**src/rtl/seq_pkg.sv**
```systemverilog
// Shared types and default parameters for the program batch sequencer.
//   seq_state_t : sequencer FSM state encoding
//   DefPw       : default program-index width
//   DefCw       : default cycle-counter width
//   DefWdog     : default watchdog limit in RUN cycles
package seq_pkg;

  localparam int unsigned DefPw   = 2;
  localparam int unsigned DefCw   = 16;
  localparam int unsigned DefWdog = 1023;

  typedef enum logic [2:0] {
    StIdle,
    StLaunch,
    StRun,
    StNext,
    StDone
  } seq_state_t;

endpackage

```
**src/rtl/sat_counter.sv**
```systemverilog
// Saturating up-counter with synchronous clear and count enable.
// Ports:
//   clk, rst   : clock (posedge) and asynchronous active-high reset
//   clr        : synchronous clear to zero, takes priority over en
//   en         : increment by one, holding at all-ones
//   count      : registered count value
//   count_next : value count takes at the next edge
module sat_counter #(
  parameter int unsigned CW = 16
) (
  input  logic          clk,
  input  logic          rst,
  input  logic          clr,
  input  logic          en,
  output logic [CW-1:0] count,
  output logic [CW-1:0] count_next
);

  logic [CW-1:0] count_q;

  always_comb begin
    count_next = count_q;
    if (clr) begin
      count_next = '0;
    end else if (en && (count_q != '1)) begin
      count_next = count_q + 1'b1;
    end
  end

  always_ff @(posedge clk or posedge rst) begin
    if (rst) begin
      count_q <= '0;
    end else begin
      count_q <= count_next;
    end
  end

  assign count = count_q;

endmodule

```
**src/rtl/prog_sequencer.sv**
```systemverilog
// Batch controller that launches up to 2^PW programs on the core back-to-back,
// pulsing CoreStart per program and recording each program's RUN-cycle count.
// Optional feature macro: SEQ_WATCHDOG_EN (RUN watchdog of WDOG cycles).
// Ports:
//   Clk, Reset : clock (posedge), asynchronous active-high reset to IDLE
//   Start      : host batch request, sampled in IDLE/DONE
//   NumProgs   : programs in batch (0..2^PW), sampled with Start
//   CoreAck    : core done flag, sampled only in RUN
//   CoreStart  : one-cycle start pulse to core per program
//   ProgSel    : index of program being run
//   CycleCt    : RUN-cycle count of last completed program
//   CtValid    : one-cycle pulse when CycleCt updates
//   Busy       : high in LAUNCH/RUN/NEXT (decoded from state)
//   Done       : batch complete, held until next accepted Start
//   Timeout    : sticky watchdog flag (0 without SEQ_WATCHDOG_EN)
module prog_sequencer
  import seq_pkg::*;
#(
  parameter int unsigned PW   = DefPw,
  parameter int unsigned CW   = DefCw,
  parameter int unsigned WDOG = DefWdog
) (
  input  logic          Clk,
  input  logic          Reset,
  input  logic          Start,
  input  logic [PW:0]   NumProgs,
  input  logic          CoreAck,
  output logic          CoreStart,
  output logic [PW-1:0] ProgSel,
  output logic [CW-1:0] CycleCt,
  output logic          CtValid,
  output logic          Busy,
  output logic          Done,
  output logic          Timeout
);

  seq_state_t    state_q, state_d;
  logic [PW:0]   remaining_q, remaining_d;
  logic [PW-1:0] prog_sel_q, prog_sel_d;
  logic [CW-1:0] cycle_ct_q, cycle_ct_d;
  logic          ct_valid_q, ct_valid_d;
  logic          done_q, done_d;
  logic          core_start_q, core_start_d;
  logic          cnt_clr, cnt_en;
  logic [CW-1:0] cnt, cnt_next;
`ifdef SEQ_WATCHDOG_EN
  logic          timeout_q, timeout_d;
  localparam logic [CW-1:0] WdogLim = CW'(WDOG);
`endif

  sat_counter #(
    .CW(CW)
  ) u_run_cnt (
    .clk       (Clk),
    .rst       (Reset),
    .clr       (cnt_clr),
    .en        (cnt_en),
    .count     (cnt),
    .count_next(cnt_next)
  );

  always_comb begin
    state_d      = state_q;
    remaining_d  = remaining_q;
    prog_sel_d   = prog_sel_q;
    cycle_ct_d   = cycle_ct_q;
    ct_valid_d   = 1'b0;
    done_d       = done_q;
    core_start_d = 1'b0;
    cnt_clr      = 1'b0;
    cnt_en       = 1'b0;
`ifdef SEQ_WATCHDOG_EN
    timeout_d    = timeout_q;
`endif

    unique case (state_q)
      StIdle, StDone: begin
        if (Start) begin
          remaining_d = NumProgs;
          prog_sel_d  = '0;
          done_d      = 1'b0;
`ifdef SEQ_WATCHDOG_EN
          timeout_d   = 1'b0;
`endif
          if (NumProgs != '0) begin
            state_d      = StLaunch;
            core_start_d = 1'b1;
          end else begin
            state_d = StDone;
            done_d  = 1'b1;
          end
        end
      end
      StLaunch: begin
        cnt_clr = 1'b1;
        state_d = StRun;
      end
      StRun: begin
        cnt_en = 1'b1;
        // Capture the count including this cycle so CycleCt is valid during NEXT.
        if (CoreAck) begin
          cycle_ct_d = cnt_next;
          ct_valid_d = 1'b1;
          state_d    = StNext;
        end
`ifdef SEQ_WATCHDOG_EN
        else if (cnt_next == WdogLim) begin
          cycle_ct_d = WdogLim;
          ct_valid_d = 1'b1;
          timeout_d  = 1'b1;
          done_d     = 1'b1;
          state_d    = StDone;
        end
`endif
      end
      StNext: begin
        remaining_d = remaining_q - 1'b1;
        if (remaining_q == (PW+1)'(1)) begin
          state_d = StDone;
          done_d  = 1'b1;
        end else begin
          prog_sel_d   = prog_sel_q + 1'b1;
          state_d      = StLaunch;
          core_start_d = 1'b1;
        end
      end
      default: state_d = StIdle;
    endcase
  end

  always_ff @(posedge Clk or posedge Reset) begin
    if (Reset) begin
      state_q      <= StIdle;
      remaining_q  <= '0;
      prog_sel_q   <= '0;
      cycle_ct_q   <= '0;
      ct_valid_q   <= 1'b0;
      done_q       <= 1'b0;
      core_start_q <= 1'b0;
    end else begin
      state_q      <= state_d;
      remaining_q  <= remaining_d;
      prog_sel_q   <= prog_sel_d;
      cycle_ct_q   <= cycle_ct_d;
      ct_valid_q   <= ct_valid_d;
      done_q       <= done_d;
      core_start_q <= core_start_d;
    end
  end

`ifdef SEQ_WATCHDOG_EN
  always_ff @(posedge Clk or posedge Reset) begin
    if (Reset) begin
      timeout_q <= 1'b0;
    end else begin
      timeout_q <= timeout_d;
    end
  end
  assign Timeout = timeout_q;
`else
  assign Timeout = 1'b0;
`endif

  assign CoreStart = core_start_q;
  assign ProgSel   = prog_sel_q;
  assign CycleCt   = cycle_ct_q;
  assign CtValid   = ct_valid_q;
  assign Done      = done_q;
  assign Busy      = (state_q == StLaunch) || (state_q == StRun) || (state_q == StNext);

endmodule

```
**config.mk**
```make
export PLATFORM = sky130hd
export DESIGN_NAME = prog_sequencer
export DESIGN_NICKNAME = d
export VERILOG_FILES = /design/src/rtl/seq_pkg.sv /design/src/rtl/sat_counter.sv /design/src/rtl/prog_sequencer.sv
export SDC_FILE = /design/constraint.sdc
export NUM_CORES = 1
export LEC_CHECK = 0
export ABC_AREA = 1
export CAP_MARGIN = 30
export CORE_UTILIZATION = 40
export CTS_CLUSTER_DIAMETER = 120
export CTS_CLUSTER_SIZE = 40
export DETAILED_ROUTE_END_ITERATION = 8
export PLACE_DENSITY = 0.72
export SLEW_MARGIN = 20
export SYNTH_ARGS = -nofsm -noshare
export SYNTH_HDL_FRONTEND = slang
export SYNTH_SLANG_ARGS = --single-unit
export TNS_END_PERCENT = 30
```
**constraint.sdc**
```tcl
create_clock -name Clk -period 4.4 [get_ports Clk]
set_input_delay 0.44 -clock Clk [delete_from_list [all_inputs] [get_ports Clk]]
set_output_delay 0.44 -clock Clk [all_outputs]
set_load 0.05 [all_outputs]
```
**Word level (Yosys, flattened, before mapping)**

Index checks and enable logic that the tools add are counted.

- Register bits after elaboration: 43

- $add $sub $neg: 3
- Equality and inequality tests: 10
- Mux-type cells: 24
- Reduce and logical (&&, ||, !) cells: 12

Operator list:

| cell | number |
|---|---|
| two-way mux 16 bit | 2 |
| adder 16 x 1 -> 16 bit, second input constant | 1 |
| inequality test 16 bit, second input constant | 1 |
| two-way mux 3 bit | 5 |
| one-hot mux 3 bit (4 select lines) | 1 |
| two-way mux 1 bit | 10 |
| inequality test 2 bit, second input constant | 4 |
| == test 3 x 1 -> 1 bit, second input constant | 2 |
| == test 3 x 2 -> 1 bit, second input constant | 2 |
| one-hot mux 3 bit (2 select lines) | 1 |
| AND reduction 2 bit | 3 |
| AND reduction 3 bit | 2 |
| two-way mux 2 bit | 2 |
| one-hot mux 1 bit (2 select lines) | 2 |
| one-hot mux 2 bit (2 select lines) | 1 |
| == test 3 bit, second input constant | 1 |
| logical NOT 3 bit | 1 |
| nonzero test 3 bit | 1 |
| subtractor 3 x 1 -> 3 bit, second input constant | 1 |
| adder 2 x 1 -> 2 bit, second input constant | 1 |
| logical OR 1 bit | 2 |
| nonzero test 2 bit | 1 |
| OR reduction 2 bit | 1 |
| logical AND 1 bit | 1 |

**Logic depth before layout (Yosys ltp)**

- Depth in word-level cells: 5
- Gate-level depth with buffers: 11

**By module**

A second synthesis with hierarchy kept.

- Cells, all modules: 306
- Area, all modules: 2426.1 um^2

Modules (own cells, without submodules):

| module | times used | cells each | area an instance (um^2) | seq. area each (um^2) |
|---|---|---|---|---|
| prog_sequencer | 1 | 151 | 1350.0 | 675.6 |
| sat_counter | 1 | 155 | 1076.0 | 400.4 |

**Worst setup path before layout**

Ideal clock, no wire load.

- Kind: register to output
- Start: register state_q[0]
- End: output port Busy
- Data arrival time: 1.227 ns
- Path slack: 2.733 ns
- Stages on the path, launching flop included: 3
- Buffers on the path: 0
- Cells stage by stage: dfrtp_1 > nor2_1 > nor2_1

- Cells in the longest elaborated chain, start to end: 3
- Elaborated cells between the ends (all ways): 5
- Classes of those cells: eq/ne: 3; reduce/logical: 2

RTL lines:

| what | RTL line | RTL |
|---|---|---|
| start, declared | prog_sequencer.sv:37 | `seq_state_t state_q, state_d;` |
| start signal, assigned | prog_sequencer.sv:133 | `state_q <= StIdle;` |
| start signal, assigned | prog_sequencer.sv:141 | `state_q <= state_d;` |
| == test 3 x 1 -> 1 bit / == test 3 x 2 -> 1 bit (equally long branches) | prog_sequencer.sv:169 | `assign Busy = (state_q == StLaunch) \|\| (state_q == StRun) \|\| (state_q == StNext);` |
| logical OR 1 bit | prog_sequencer.sv:169 |  |
| logical OR 1 bit * | prog_sequencer.sv:169 |  |
| end, declared | prog_sequencer.sv:32 | `output logic Busy,` |

Mark *: on every way between the ends. The rest lies on a longest branch, timed or not.

**Worst setup path in the final report**

Same ends and word-level chain as after synthesis.

==> results.py <==
metrics = {
    "outcome": {
        "status": "completed",
    },
    "setup_path": {
        "cp_max_fo": 5,
        "cp_data_arrival_time_ns": 1.81,
        "critPathRequiredTime_ns": 3.96,
        "endpoint_kind": "output port",
        "crit_type": "reg2out",
        "crit_path_start_kind": "register",
    },
    "global_route": {
        "track_usage": 0.1858,
        "grt_pass1_vias": 1897,
        "antenna_found_initial": 0,
        "overflow": 0,
        "grt_start_max_net_pins": 44,
        "grt_first_pass_wirelength_um": 8673,
    },
    "cells_and_area": {
        "final_util": 0.4941,
        "mostFrequentLayoutCells": "nand2_1, dfrtp_1, clkdlybuf4s50_1",
        "area_growth_pct": 19.06,
        "layout-drive-gt1-share": 0.08896,
        "layout_commonest_cell": "nand2_1",
        "stdcell_count": 398,
        "nets": 335,
        "n_antenna_cell": 0,
    },
    "yosys": {
        "synth_warnings": 0,
        "synth.cell_area_mm2": 0.002271,
        "ys_seq_area_frac": 0.4738,
        "synthCells": 294,
        "syn_area_per_cell_um2": 7.724,
        "synth_nets": 304,
        "synth.distinct_cells": 31,
        "ys_ff_latch": 43,
    },
    "detailed_routing": {
        "drt-met1-wl_um": 2423,
        "ant_nets": 0,
        "dr_total_vias": 1974,
        "post_drt_wl_per_cell_um": 12.59,
        "routed.top_layer": "met4",
        "drc": 0,
        "wl_met2_um": 2306,
        "wl_um": 5012,
        "vias_per_cell": 4.960,
        "drt_iter0_drc": 87,
        "firstDrtPassIters": 4,
        "wl_met3_um": 227,
    },
    "sta": {
        "drv_slew": 0,
        "fmax_mhz": 444.7,
        "relSlewSlack": 0.6363,
        "worst_pin_slew_ns": 0.5456,
        "rsz0062_at_grt": "no",
        "hold_viol_final": 0,
        "tns_ns": 0,
        "final-setup-viol-count": 0,
        "period_share": 0.5111,
        "finalClockSkew_ns": 0.006378,
        "min_period_ns": 2.249,
    },
    "floorplan": {
        "ios": 30,
        "coreArea_mm2": 0.005473,
        "dieArea_mm2": 0.005982,
        "die_y_um": 77.35,
        "initial_utilization": 0.4150,
        "die_w_um": 77.35,
        "row_count": 27,
    },
    "cts": {
        "clk_pin_slew_worst_paths_ns": 0.08,
        "postCtsSetupRepairBufs": 0,
        "cts.sinks": 43,
        "clockBufferDepth": 2,
        "holdBufCountCts": 0,
        "h-tree-depth": 2,
        "cts_buffers": 5,
        "ctsResizeCount": 0,
        "cts_root_buf": "clkbuf_8",
        "cts_tree": "yes",
        "clk_latency_ns": 0.29,
    },
    "place": {
        "place_hpwl_um": 3516,
        "io_buffers": 28,
        "gp_congestion": 0.8438,
        "placed_cells": 390,
    },
    "power_and_ir_drop": {
        "p_per_area_mw_per_mm2": 517.0,
        "leakage_uw": 0.001313,
        "ir_worst_vdd_uv": 258.9,
    },
    "worst_hold_path": {
        "min_path_type": "reg2reg",
    },
    "flow_run": {
        "drv_cap": 0,
    },
}
-- registers in the layout, summed over array words and instances (netlist names) --
register / flops
Done: 1
u_run_cnt.count: 16
CtValid: 1
CycleCt: 16
CoreStart: 1
ProgSel: 2
remaining_q: 3
state_q: 3
-- path summary, 6_finish.rpt --
check	start	depth (start not counted)	slack, ns	end
min reg2reg	CycleCt[14]$_DFFE_PP0P_	2	0.49	CycleCt[14]$_DFFE_PP0P_
min	CycleCt[14]$_DFFE_PP0P_	2	0.49	CycleCt[14]$_DFFE_PP0P_
max reg2reg	u_run_cnt.count[0]$_DFF_PP0_	9	2.61	CycleCt[11]$_DFFE_PP0P_
min in group asynchronous	Reset	3	0.59	CoreStart$_DFF_PP0_
max	state_q[0]$_DFFE_PP0P_	3	2.15	Busy
max in group asynchronous	Reset	3	3.44	CycleCt[12]$_DFFE_PP0P_
-- where the power goes --
| group | switching [uW] | internal [uW] |
|---|---|---|
| Sequential | 61.2 | 468 |
| Clock | 136 | 111 |
| Combinational | 440 | 182 |
| Total | 636 | 761 |
-- cells by family after synthesis --
logic type,share of synthesized area
XOR/XNOR,0.01157
AND/OR/NAND/NOR,0.3824
other,0.001651
AO/OA/AOI/OAI,0.04684
buffers and inverters,0.06721
adder cells (fa/ha/maj),0.01653
flip-flops,0.4738
-- cells in the mapped netlist (all sizes together) --
master | n | area share
nand4 | 12 | 0.036
a21oi | 9 | 0.021
nor3 | 3 | 0.012
inv | 32 | 0.054
o22ai | 1 | 0.0028
nor2 | 36 | 0.080
o21ai | 7 | 0.015
nand3b | 1 | 0.0033
conb | 1 | 0.0017
xnor2 | 1 | 0.0039
nand3 | 23 | 0.051
buf | 5 | 0.013
ha | 3 | 0.017
and2 | 1 | 0.0028
dfrtp | 43 | 0.47
o221ai | 1 | 0.0039
xor2 | 2 | 0.0077
and3 | 7 | 0.019
o21bai | 1 | 0.0033
nand2 | 105 | 0.18
-- critical path, stage by stage (launching register included) --
cell and delay [ns]:
dfrtp_1 0.48, nor2_1 0.14, nor2_1 0.10, clkdlybuf4s50_1 0.80
-- layout make-up --
class | instances | area (um2)
Tap cell | 72 | 90.09
Inverter | 32 | 122.6
Multi-Input combinational cell | 214 | 1042
Clock inverter | 2 | 12.51
Clock buffer | 6 | 72.57
Timing Repair Buffer | 29 | 287.8
Fill cell | 561 | 2769
Sequential cell | 43 | 1076
-- layer usage --
layer / global-route usage / vias up
li1: - / 999
met2: 0.3133 / 53
met5: 0 / -
met4: 0.06226 / 0
met1: 0.2357 / 918
met3: 0.04000 / 4
-- per-stage QoR --
stage	hold WS (ns)	setup slack (ns)	total power [uW]	area (um2)
6_report	0.4862	2.151	1398	2704
5_1_grt	0.5127	2.044	1497	2704
4_1_cts	0.4899	2.138	1407	2704
3_5_place_dp	0.4646	2.470	1159	2619
3_3_place_gp	0.4675	2.482	1136	2619
2_1_floorplan	0.4521	2.733	987.3	2271
Note: power is estimated with default switching activity, not from simulation.
